[src/rtl/diff_mem_pkg.sv]
// -----------------------------------------------------------------------------
// diff_mem_pkg
// Shared definitions for the encoded difference memory and its decoder:
// table depth and data width, the decoder FSM state type and the eight
// fixed mask constants. The encoder and decoder both read this package so
// that the mask table has exactly one definition.
// -----------------------------------------------------------------------------
package diff_mem_pkg;

  localparam int DEPTH = 8;
  localparam int WIDTH = 8;
  localparam int IDX_W = 3;

  typedef enum logic [2:0] {
    ST_IDLE,
    ST_ISSUE,
    ST_CAPTURE,
    ST_OUTPUT,
    ST_FINISH
  } state_t;

  // Element [i] is the mask of entry i (the rightmost literal is entry 0).
  localparam logic [DEPTH-1:0][WIDTH-1:0] MASK_TABLE = {
    8'hFF, 8'hF0, 8'h0F, 8'hCC, 8'h33, 8'hAA, 8'h55, 8'h00
  };

endpackage

[src/rtl/difference_decoder_if.sv]
// -----------------------------------------------------------------------------
// difference_decoder_if
// Groups the encoded-memory read port and the (index, number) output stream.
//   memRead/memAddr   : read strobe and entry index (decoder -> memory)
//   memData/memSign   : stored magnitude and sign, one cycle after memRead
//   outValid/outReady : output handshake
//   outIndex/outNumber: current reconstructed pair
// master = decoder side, slave = memory plus downstream consumer side.
// -----------------------------------------------------------------------------
interface difference_decoder_if;
  import diff_mem_pkg::*;

  logic             memRead;
  logic [IDX_W-1:0] memAddr;
  logic [WIDTH-1:0] memData;
  logic             memSign;
  logic             outValid;
  logic             outReady;
  logic [IDX_W-1:0] outIndex;
  logic [WIDTH-1:0] outNumber;

  modport master (
    output memRead, memAddr, outValid, outIndex, outNumber,
    input  memData, memSign, outReady
  );

  modport slave (
    input  memRead, memAddr, outValid, outIndex, outNumber,
    output memData, memSign, outReady
  );

endinterface

[src/rtl/mask_rom.sv]
// -----------------------------------------------------------------------------
// mask_rom
// Combinational lookup of the fixed mask table.
//   index : entry index (3 bits)
//   mask  : mask constant for that entry (8 bits)
// -----------------------------------------------------------------------------
module mask_rom
  import diff_mem_pkg::*;
(
  input  logic [IDX_W-1:0] index,
  output logic [WIDTH-1:0] mask
);

  assign mask = MASK_TABLE[index];

endmodule

[src/rtl/difference_decoder.sv]
// -----------------------------------------------------------------------------
// difference_decoder
// Scans all eight entries of the encoded difference memory on a start pulse,
// rebuilds each number from its stored magnitude, sign and the fixed mask,
// and streams (index, number) pairs over a valid/ready handshake.
//   CLK, RST_N : clock (rising edge), asynchronous active-low reset
//   start      : one-cycle scan request, honoured only when idle
//   bus        : memory read port and output stream (master side)
//   busy       : scan in progress
//   done       : one-cycle pulse after the last pair is accepted
//   err        : sticky inconsistent-data flag, cleared by an accepted start
// -----------------------------------------------------------------------------
module difference_decoder
  import diff_mem_pkg::*;
(
  input  logic                 CLK,
  input  logic                 RST_N,
  input  logic                 start,
  difference_decoder_if.master bus,
  output logic                 busy,
  output logic                 done,
  output logic                 err
);

  state_t           state;
  logic [IDX_W-1:0] count;
  logic [WIDTH-1:0] mask;
  logic [WIDTH:0]   recon;

  // Returns {error, number}. Out-of-range results clamp to the nearest rail
  // and raise the error bit; the sum is formed one bit wider to see overflow.
  function automatic logic [WIDTH:0] rebuild(input logic [WIDTH-1:0] m,
                                             input logic [WIDTH-1:0] d,
                                             input logic             s);
    logic [WIDTH:0] sum;
    sum = {1'b0, m} + {1'b0, d};
    if (!s) begin
      if (sum[WIDTH]) return {1'b1, {WIDTH{1'b1}}};
      return {1'b0, sum[WIDTH-1:0]};
    end
    if (d > m) return {1'b1, {WIDTH{1'b0}}};
    return {1'b0, m - d};
  endfunction

  // count equals memAddr while the read is outstanding, so the mask lines up
  // with the returned data in CAPTURE.
  mask_rom u_mask_rom (
    .index (count),
    .mask  (mask)
  );

  assign recon = rebuild(mask, bus.memData, bus.memSign);

  always_ff @(posedge CLK or negedge RST_N) begin
    if (!RST_N) begin
      state         <= ST_IDLE;
      count         <= '0;
      bus.memRead   <= 1'b0;
      bus.memAddr   <= '0;
      bus.outValid  <= 1'b0;
      bus.outIndex  <= '0;
      bus.outNumber <= '0;
      busy          <= 1'b0;
      done          <= 1'b0;
      err           <= 1'b0;
    end else begin
      case (state)
        ST_IDLE: begin
          if (start) begin
            count       <= '0;
            err         <= 1'b0;
            busy        <= 1'b1;
            bus.memRead <= 1'b1;
            bus.memAddr <= '0;
            state       <= ST_ISSUE;
          end
        end
        // read strobe is up for exactly this one cycle
        ST_ISSUE: begin
          bus.memRead <= 1'b0;
          state       <= ST_CAPTURE;
        end
        // memory data is valid now; register the rebuilt pair
        ST_CAPTURE: begin
          bus.outNumber <= recon[WIDTH-1:0];
          bus.outIndex  <= count;
          bus.outValid  <= 1'b1;
          if (recon[WIDTH]) err <= 1'b1;
          state <= ST_OUTPUT;
        end
        // hold the pair until accepted; the next read is issued only after
        // the handshake, so a stall never produces a memRead
        ST_OUTPUT: begin
          if (bus.outReady) begin
            bus.outValid <= 1'b0;
            if (count == IDX_W'(DEPTH - 1)) begin
              busy  <= 1'b0;
              done  <= 1'b1;
              state <= ST_FINISH;
            end else begin
              count       <= count + 1'b1;
              bus.memRead <= 1'b1;
              bus.memAddr <= count + 1'b1;
              state       <= ST_ISSUE;
            end
          end
        end
        ST_FINISH: begin
          done  <= 1'b0;
          state <= ST_IDLE;
        end
        default: state <= ST_IDLE;
      endcase
    end
  end

endmodule

[src/flat_wrapper.sv]
// flat-port wrapper written by rule: the top's interface ports become plain ports
module difference_decoder_flat import diff_mem_pkg::*;
  (CLK, RST_N, start, busy, done, err, bus_memRead, bus_memAddr, bus_outValid, bus_outIndex, bus_outNumber, bus_memData, bus_memSign, bus_outReady);
  difference_decoder_if bus_i ();
  input  logic CLK;
  input  logic RST_N;
  input  logic start;
  output logic busy;
  output logic done;
  output logic err;
  output wire logic [$bits(bus_i.memRead)-1:0] bus_memRead;
  output wire logic [$bits(bus_i.memAddr)-1:0] bus_memAddr;
  output wire logic [$bits(bus_i.outValid)-1:0] bus_outValid;
  output wire logic [$bits(bus_i.outIndex)-1:0] bus_outIndex;
  output wire logic [$bits(bus_i.outNumber)-1:0] bus_outNumber;
  input wire logic [$bits(bus_i.memData)-1:0] bus_memData;
  input wire logic [$bits(bus_i.memSign)-1:0] bus_memSign;
  input wire logic [$bits(bus_i.outReady)-1:0] bus_outReady;
  assign bus_memRead = bus_i.memRead;
  assign bus_memAddr = bus_i.memAddr;
  assign bus_outValid = bus_i.outValid;
  assign bus_outIndex = bus_i.outIndex;
  assign bus_outNumber = bus_i.outNumber;
  assign bus_i.memData = bus_memData;
  assign bus_i.memSign = bus_memSign;
  assign bus_i.outReady = bus_outReady;
  difference_decoder u_core (.CLK(CLK), .RST_N(RST_N), .start(start), .bus(bus_i), .busy(busy), .done(done), .err(err));
endmodule
[config.mk]
export PLATFORM = sky130hd
export DESIGN_NAME = difference_decoder_flat
export DESIGN_NICKNAME = d
export VERILOG_FILES = /design/src/rtl/diff_mem_pkg.sv /design/src/rtl/difference_decoder_if.sv /design/src/rtl/mask_rom.sv /design/src/rtl/difference_decoder.sv /design/src/flat_wrapper.sv
export SDC_FILE = /design/constraint.sdc
export NUM_CORES = 1
export LEC_CHECK = 0
export CAP_MARGIN = 20
export CORE_UTILIZATION = 50
export CTS_BUF_LIST = sky130_fd_sc_hd__clkbuf_8
export CTS_CLUSTER_SIZE = 25
export DETAILED_ROUTE_END_ITERATION = 6
export PLACE_DENSITY = 0.83
export RECOVER_POWER = 25
export SLEW_MARGIN = 20
export SYNTH_ARGS = -nofsm -noshare
export SYNTH_HDL_FRONTEND = slang
export SYNTH_HIERARCHICAL = 1
export SYNTH_SLANG_ARGS = --single-unit
[constraint.sdc]
create_clock -name CLK -period 2.65 [get_ports CLK]
set_clock_uncertainty 0.1 [all_clocks]
set_input_delay 0.6625 -clock CLK [delete_from_list [all_inputs] [get_ports CLK]]
set_output_delay 0.6625 -clock CLK [all_outputs]
set_load 0.01 [all_outputs]
# [Word level (Yosys, flattened, before mapping)]
# Memory sizes are Yosys's and may differ from the RTL's.
# Index checks and enable logic that the tools add are counted.
[op_classes] addsub=3 order_cmp=2 n_eq_ne=10 muxes=34 reduce_logical=13
[ops] operator="9-bit 2-to-1 mux" count=6
[ops] operator="3-bit 2-to-1 mux" count=6
[ops] operator="1-bit 2-to-1 mux" count=14
[ops] operator="3-bit one-hot mux with 4 select lines" count=1
[ops] operator="4-bit AND reduction" count=3
[ops] operator="8-bit by 8-bit adder with 9-bit output" count=1
[ops] operator="8-bit > comparator" count=1
[ops] operator="8-bit 2-to-1 mux" count=1
[ops] operator="1-bit one-hot mux with 2 select lines" count=4
[ops] operator="2-bit nonzero test" count=4
[ops] operator="8-bit subtractor" count=1
[ops] operator="3-bit by 2-bit == test with 1-bit output, second input constant" count=2
[ops] operator="3-bit == test, second input constant" count=2
[ops] operator="2-bit != test, second input constant" count=3
[ops] operator="3-bit one-hot mux with 2 select lines" count=1
[ops] operator="3-bit AND reduction" count=2
[ops] operator="3-bit by 4-bit less-than comparator with 1-bit output, second input constant" count=1
[ops] operator="2-bit by 1-bit != test with 1-bit output, second input constant" count=2
[ops] operator="2-bit AND reduction" count=2
[ops] operator="3-bit by 1-bit adder with 3-bit output, second input constant" count=1
[ops] operator="3-bit by 1-bit == test with 1-bit output, second input constant" count=1
[ops] operator="3-bit zero test" count=1
[ops] operator="1-bit one-hot mux with 3 select lines" count=1
[ops] operator="3-bit nonzero test" count=1
[totals] register_bits=22 mem_bits_ro=64 output_inout_bits=19 wordCells=72 memories=1
[memory_table] name="(no name shown)" words=8 width=8 read_ports=1 rd_clocked_by_memory_dff=0 write_ports=0 line="mask_rom.sv:14" text="assign mask = MASK_TABLE[index];"

# [Longest topological paths before layout]
[logic_depth] word_depth=12 depth_mapped=10 depth_no_buf=9

# [Modules after synthesis]
# Netlist, hierarchy kept.
[modules_own_cells] mod="difference_decoder" n_inst=1 cells_per_inst=198 area_each_um2=1778.0 seq_area_each_um2=550.5
[modules_own_cells] mod="mask_rom" n_inst=1 cells_per_inst=16 area_each_um2=101.3 seq_area_each_um2=0.0

# [Least setup slack after synthesis]
# Ideal clock, no wire load.
[synth_timing] path_type="register to register" start="register u_core/bus.memAddr[2] (netlist name)" end="register u_core.bus.outNumber[2]" setup_time_ns=0.126 arrival_ns=2.443 path_slack_ns=-0.020 path_stages_with_launch=10 period_less_slack_ns=2.670 path_cell_list="dfrtp_1 buf_6 maj3_2 ha_1 buf_6 nor2b_4 o31a_1 o31a_1 nor3b_1 o32a_1"
[synth_lines] item="end signal: assignment" line="difference_decoder.sv:85" text="bus.outNumber <= recon[WIDTH-1:0];"
[synth_lines] item="end: declaration" line="difference_decoder_if.sv:23" text="output memRead, memAddr, outValid, outIndex, outNumber,"

# [Final worst setup path]
[layout_timing] start="input port bus_memData[4]" end="register u_core.bus.outNumber[2]"
[layout_via] elab_chain_cells=8 word_cells_on_any_way=11
[layout_lines] item="start: declaration" line="flat_wrapper.sv:16" text="input wire logic [$bits(bus_i.memData)-1:0] bus_memData;"
[layout_lines] item="8-bit by 8-bit adder with 9-bit output" line="difference_decoder.sv:36" text="sum = {1'b0, m} + {1'b0, d};"
[layout_lines] item="1-bit 2-to-1 mux" line="difference_decoder.sv:38" text="if (sum[WIDTH]) return {1'b1, {WIDTH{1'b1}}};"
[layout_lines] item="1-bit 2-to-1 mux" line="difference_decoder.sv:37" text="if (!s) begin"
[layout_lines] item="9-bit 2-to-1 mux" line="difference_decoder.sv:39" text="return {1'b0, sum[WIDTH-1:0]};"
[layout_lines] item="9-bit 2-to-1 mux" line="difference_decoder.sv:37"
[layout_lines] item="9-bit 2-to-1 mux" line="difference_decoder.sv:41" text="if (d > m) return {1'b1, {WIDTH{1'b0}}};"
[layout_lines] item="9-bit 2-to-1 mux" line="difference_decoder.sv:42" text="return {1'b0, m - d};"
[layout_lines] item="9-bit 2-to-1 mux (*)" line="difference_decoder.sv:41"
# Mark *: on every way between the ends. The rest lies on a longest branch, timed or not. The select of a mux whose other input is x is not followed.
# A chain may end at the register's enable or synchronous reset.

==> reports/metrics.cfg <==
[setup_path]
r2r_slack_ns=0.13
slowest_delay_ns=0.48
path_class=in -> reg
crit_arrival_ns=2.64
startpoint_type=input port
worstReg2RegStart=u_core/bus.memAddr[1]
r2r_cells=8
end_kind=register
cp_max_fo=5
crit_top_cell=inv_1
crit_start=bus_memData[4]
path_cells=clkdlybuf4s50_1, inv_1, ha_1, inv_1, a21oi_1, o221ai_2, a21o_1, o32a_1
r2r-end=u_core/bus.outNumber[2]
crit_end=u_core/bus.outNumber[2]
cp_slowest_cell=clkdlybuf4s50_1
required_ns=2.70

[yosys]
syn_inst=214
synth_area_leaders=dfrtp_1 29%, ha_1 12%, inv_1 4.0%
seq_area_frac_synth=0.293
synthArstFlopShare=1.00
ys_ff_latch=22
synth_nets=247
ys.flop_type=dfrtp_1
synth_top_area_cell=dfrtp_1
yosysUniqueCellTypes=52
synth-edff-count=0
syn_area_um2=1880
synth_warnings=6
avgSynthCellArea_um2=8.78
yosysTopAreaCellShare=0.293

[routing]
drt_iter0_drc=163
dr.pass1.iters=4
vias_per_cell=5.73
totalWireLength_um=5080
vias=1844
postRouteAntennaNets=0
drc=0
post_drt_wl_per_cell_um=15.8

[die]
rows=21
die_area_um2=4010
die_x_um=63.3
fp.dieH_um=63.3
pin_count=32
core_um2=3470
initial_core_util=0.542

[flow_run]
drv_cap=0

[global_route]
grt_pass1_vias=1792
grt_max_degree=23
track_usage=0.266
grt.overflow.total=0
grt_first_pass_wirelength_um=8360
antenna_found_initial=0

[cells_and_area]
fin_cells=322
syn_to_final_growth_pct=38.3
num_antenna_cells=0
drive_gt1_frac=0.228
nets=310
utilization=0.749
nFillCells=266

[cts]
cts_root_buf=clkbuf_8
clock_latency_ns=0.26
clk_pin_slew_ns=0.08
clock-sinks=22
ctsHtreeMaxLevel=1
cts.path.max_buffers=2
cts_tree=built
cts_made_buffers=3

[timing]
min_period_ns=2.59
slew_viol_final=0
final.setup.tns_ns=0
setup_viol=0
relSlewSlack=0.207
worst_slew_pin_slew_ns=1.19
rsz0062_at_grt=true
hold_viol_final=0
fmax_mhz=386
timing.final.crit_share=0.977

[place]
dp_hpwl_um=3720
place_inst=318
portBuffers=31
place.gp.congestion=0.890

[power_and_ir_drop]
p_per_area_nw_per_um2=1380
leakage_nw=1.18
vdd_drop_max_uv=766
finalPower_mw=3.59

[min_path]
hold_class=reg -> reg

[run_status]
status=complete, no violations

sequential cells by signal (all words and copies together) (netlist names):
name                  flops
u_core/state              3
u_core/busy               1
u_core/bus.memAddr        3
u_core/done               1
u_core/bus.outNumber      8
u_core/bus.memRead        1
u_core/bus.outIndex       3
u_core/err                1
u_core/bus.outValid       1
cells in the mapped netlist (all sizes together) (4+ instances only):
master  count
dfrtp      22
a21oi      12
o21ai      12
nand2       6
inv        21
mux2        4
nor3        8
o21a        5
ha         18
clkbuf      7
buf         6
nand3b      6
nor2       17
nand2b      5
nor2b       8
worst min-delay path by stage:
stage	startpoint	to	slack, ns	depth (start not counted)
4_1_cts	u_core/bus.outValid	u_core/bus.outValid	0.39	1
5_1_grt	u_core/bus.outValid	u_core/bus.outValid	0.42	1
3_3_place_gp	u_core/bus.outValid	u_core/bus.outValid	0.36	1
2_1_floorplan	RST_N	u_core/bus.memAddr[0]	0.27	0
3_5_place_dp	u_core/bus.outValid	u_core/bus.outValid	0.37	1
6_report	u_core/bus.outValid	u_core/bus.outValid	0.39	1
layer usage:
metal / routed length, um / part of all wire / global-route usage
met1: 2220 / 0.44 / 0.344
met2: 2490 / 0.49 / 0.456
met3: 315 / 0.062 / 0.0435
met4: 51 / 0.010 / 0.0767
met5: 0 / 0 / 0
report_power, final:
part           switching (mW)  total (mW)  leakage, nW  internal (mW)
Combinational            1.24        2.63        0.880           1.39
Clock                   0.113       0.315       0.0357          0.202
Sequential              0.152       0.643        0.260          0.491
Total                    1.51        3.59         1.18           2.08
cells by family after synthesis:
group,Yosys count,synth area share
flip-flops,22,0.293
adder cells (fa/ha/maj),21,0.147
AO/OA/AOI/OAI,64,0.244
multiplexers,4,0.0240
AND/OR/NAND/NOR,65,0.192
buffers and inverters,34,0.0812
XOR/XNOR,4,0.0186
cell type report:
type | count | area, um2 | share of cell area
Sequential cell | 22 | 552 | 0.212
Timing Repair Buffer | 71 | 604 | 0.233
Multi-Input combinational cell | 158 | 1230 | 0.475
Clock inverter | 1 | 30.0 | 0.0116
Tap cell | 46 | 57.6 | 0.0221
Inverter | 21 | 78.8 | 0.0303
Clock buffer | 3 | 41.3 | 0.0159
cells in the final DEF, fill, tap and decap left out, types with 2 or more instances in the layout:
cell	netlist	routed
o21a_1	5	5
a21o_1	2	2
buf_4	2	39
nor3_1	8	8
or2_2	2	2
mux2_2	4	4
nand2_1	6	6
o21bai_1	2	2
a21oi_1	12	10
a31oi_1	3	3
inv_1	20	20
o211a_1	2	2
o32a_1	3	3
nor3b_1	2	2
clkbuf_8	0	3
nand3b_1	6	6
nand2b_1	5	5
a21oi_2	0	2
and3_1	3	3
xnor2_1	3	2
dlygate4sd2_1	0	2
clkdlybuf4s50_1	0	28
dfrtp_1	22	21
ha_1	18	15
nor2b_1	7	7
o31ai_1	2	2
o31a_1	3	3
o21ai_0	12	11
a41oi_1	3	3
nor2_1	17	17
ha_4	0	3
a22o_1	3	3
or3_1	2	2
nand3_1	3	3
fa_2	0	2
worst max-delay path: cells and delay by family:
kind	cells	cell delay (ns)
buffers and inverters	3	0.60
AOI/OAI and AO/OA	4	1.02
adders and majority gates	1	0.36
through the flow:
stage	hold WS (ns)	area [um2]	setup WS, ns
4_1_cts	0.388	2580	0.00185
3_3_place_gp	0.363	2470	-0.294
2_1_floorplan	0.267	1880	0.0343
6_report	0.387	2600	0.0619
5_1_grt	0.416	2600	-0.000930
3_5_place_dp	0.370	2470	-0.425
repair_timing:
| action | 4_1_cts | 5_1_grt |
|---|---|---|
| endpoints found under the setup margin | 8 | 9 |
| resized for setup | 9 | 4 |
| hold buffers | 0 | 0 |
| setup buffers | 0 | 0 |
| pin swaps | 3 | 1 |
Note: power is estimated with default switching activity, not from simulation.
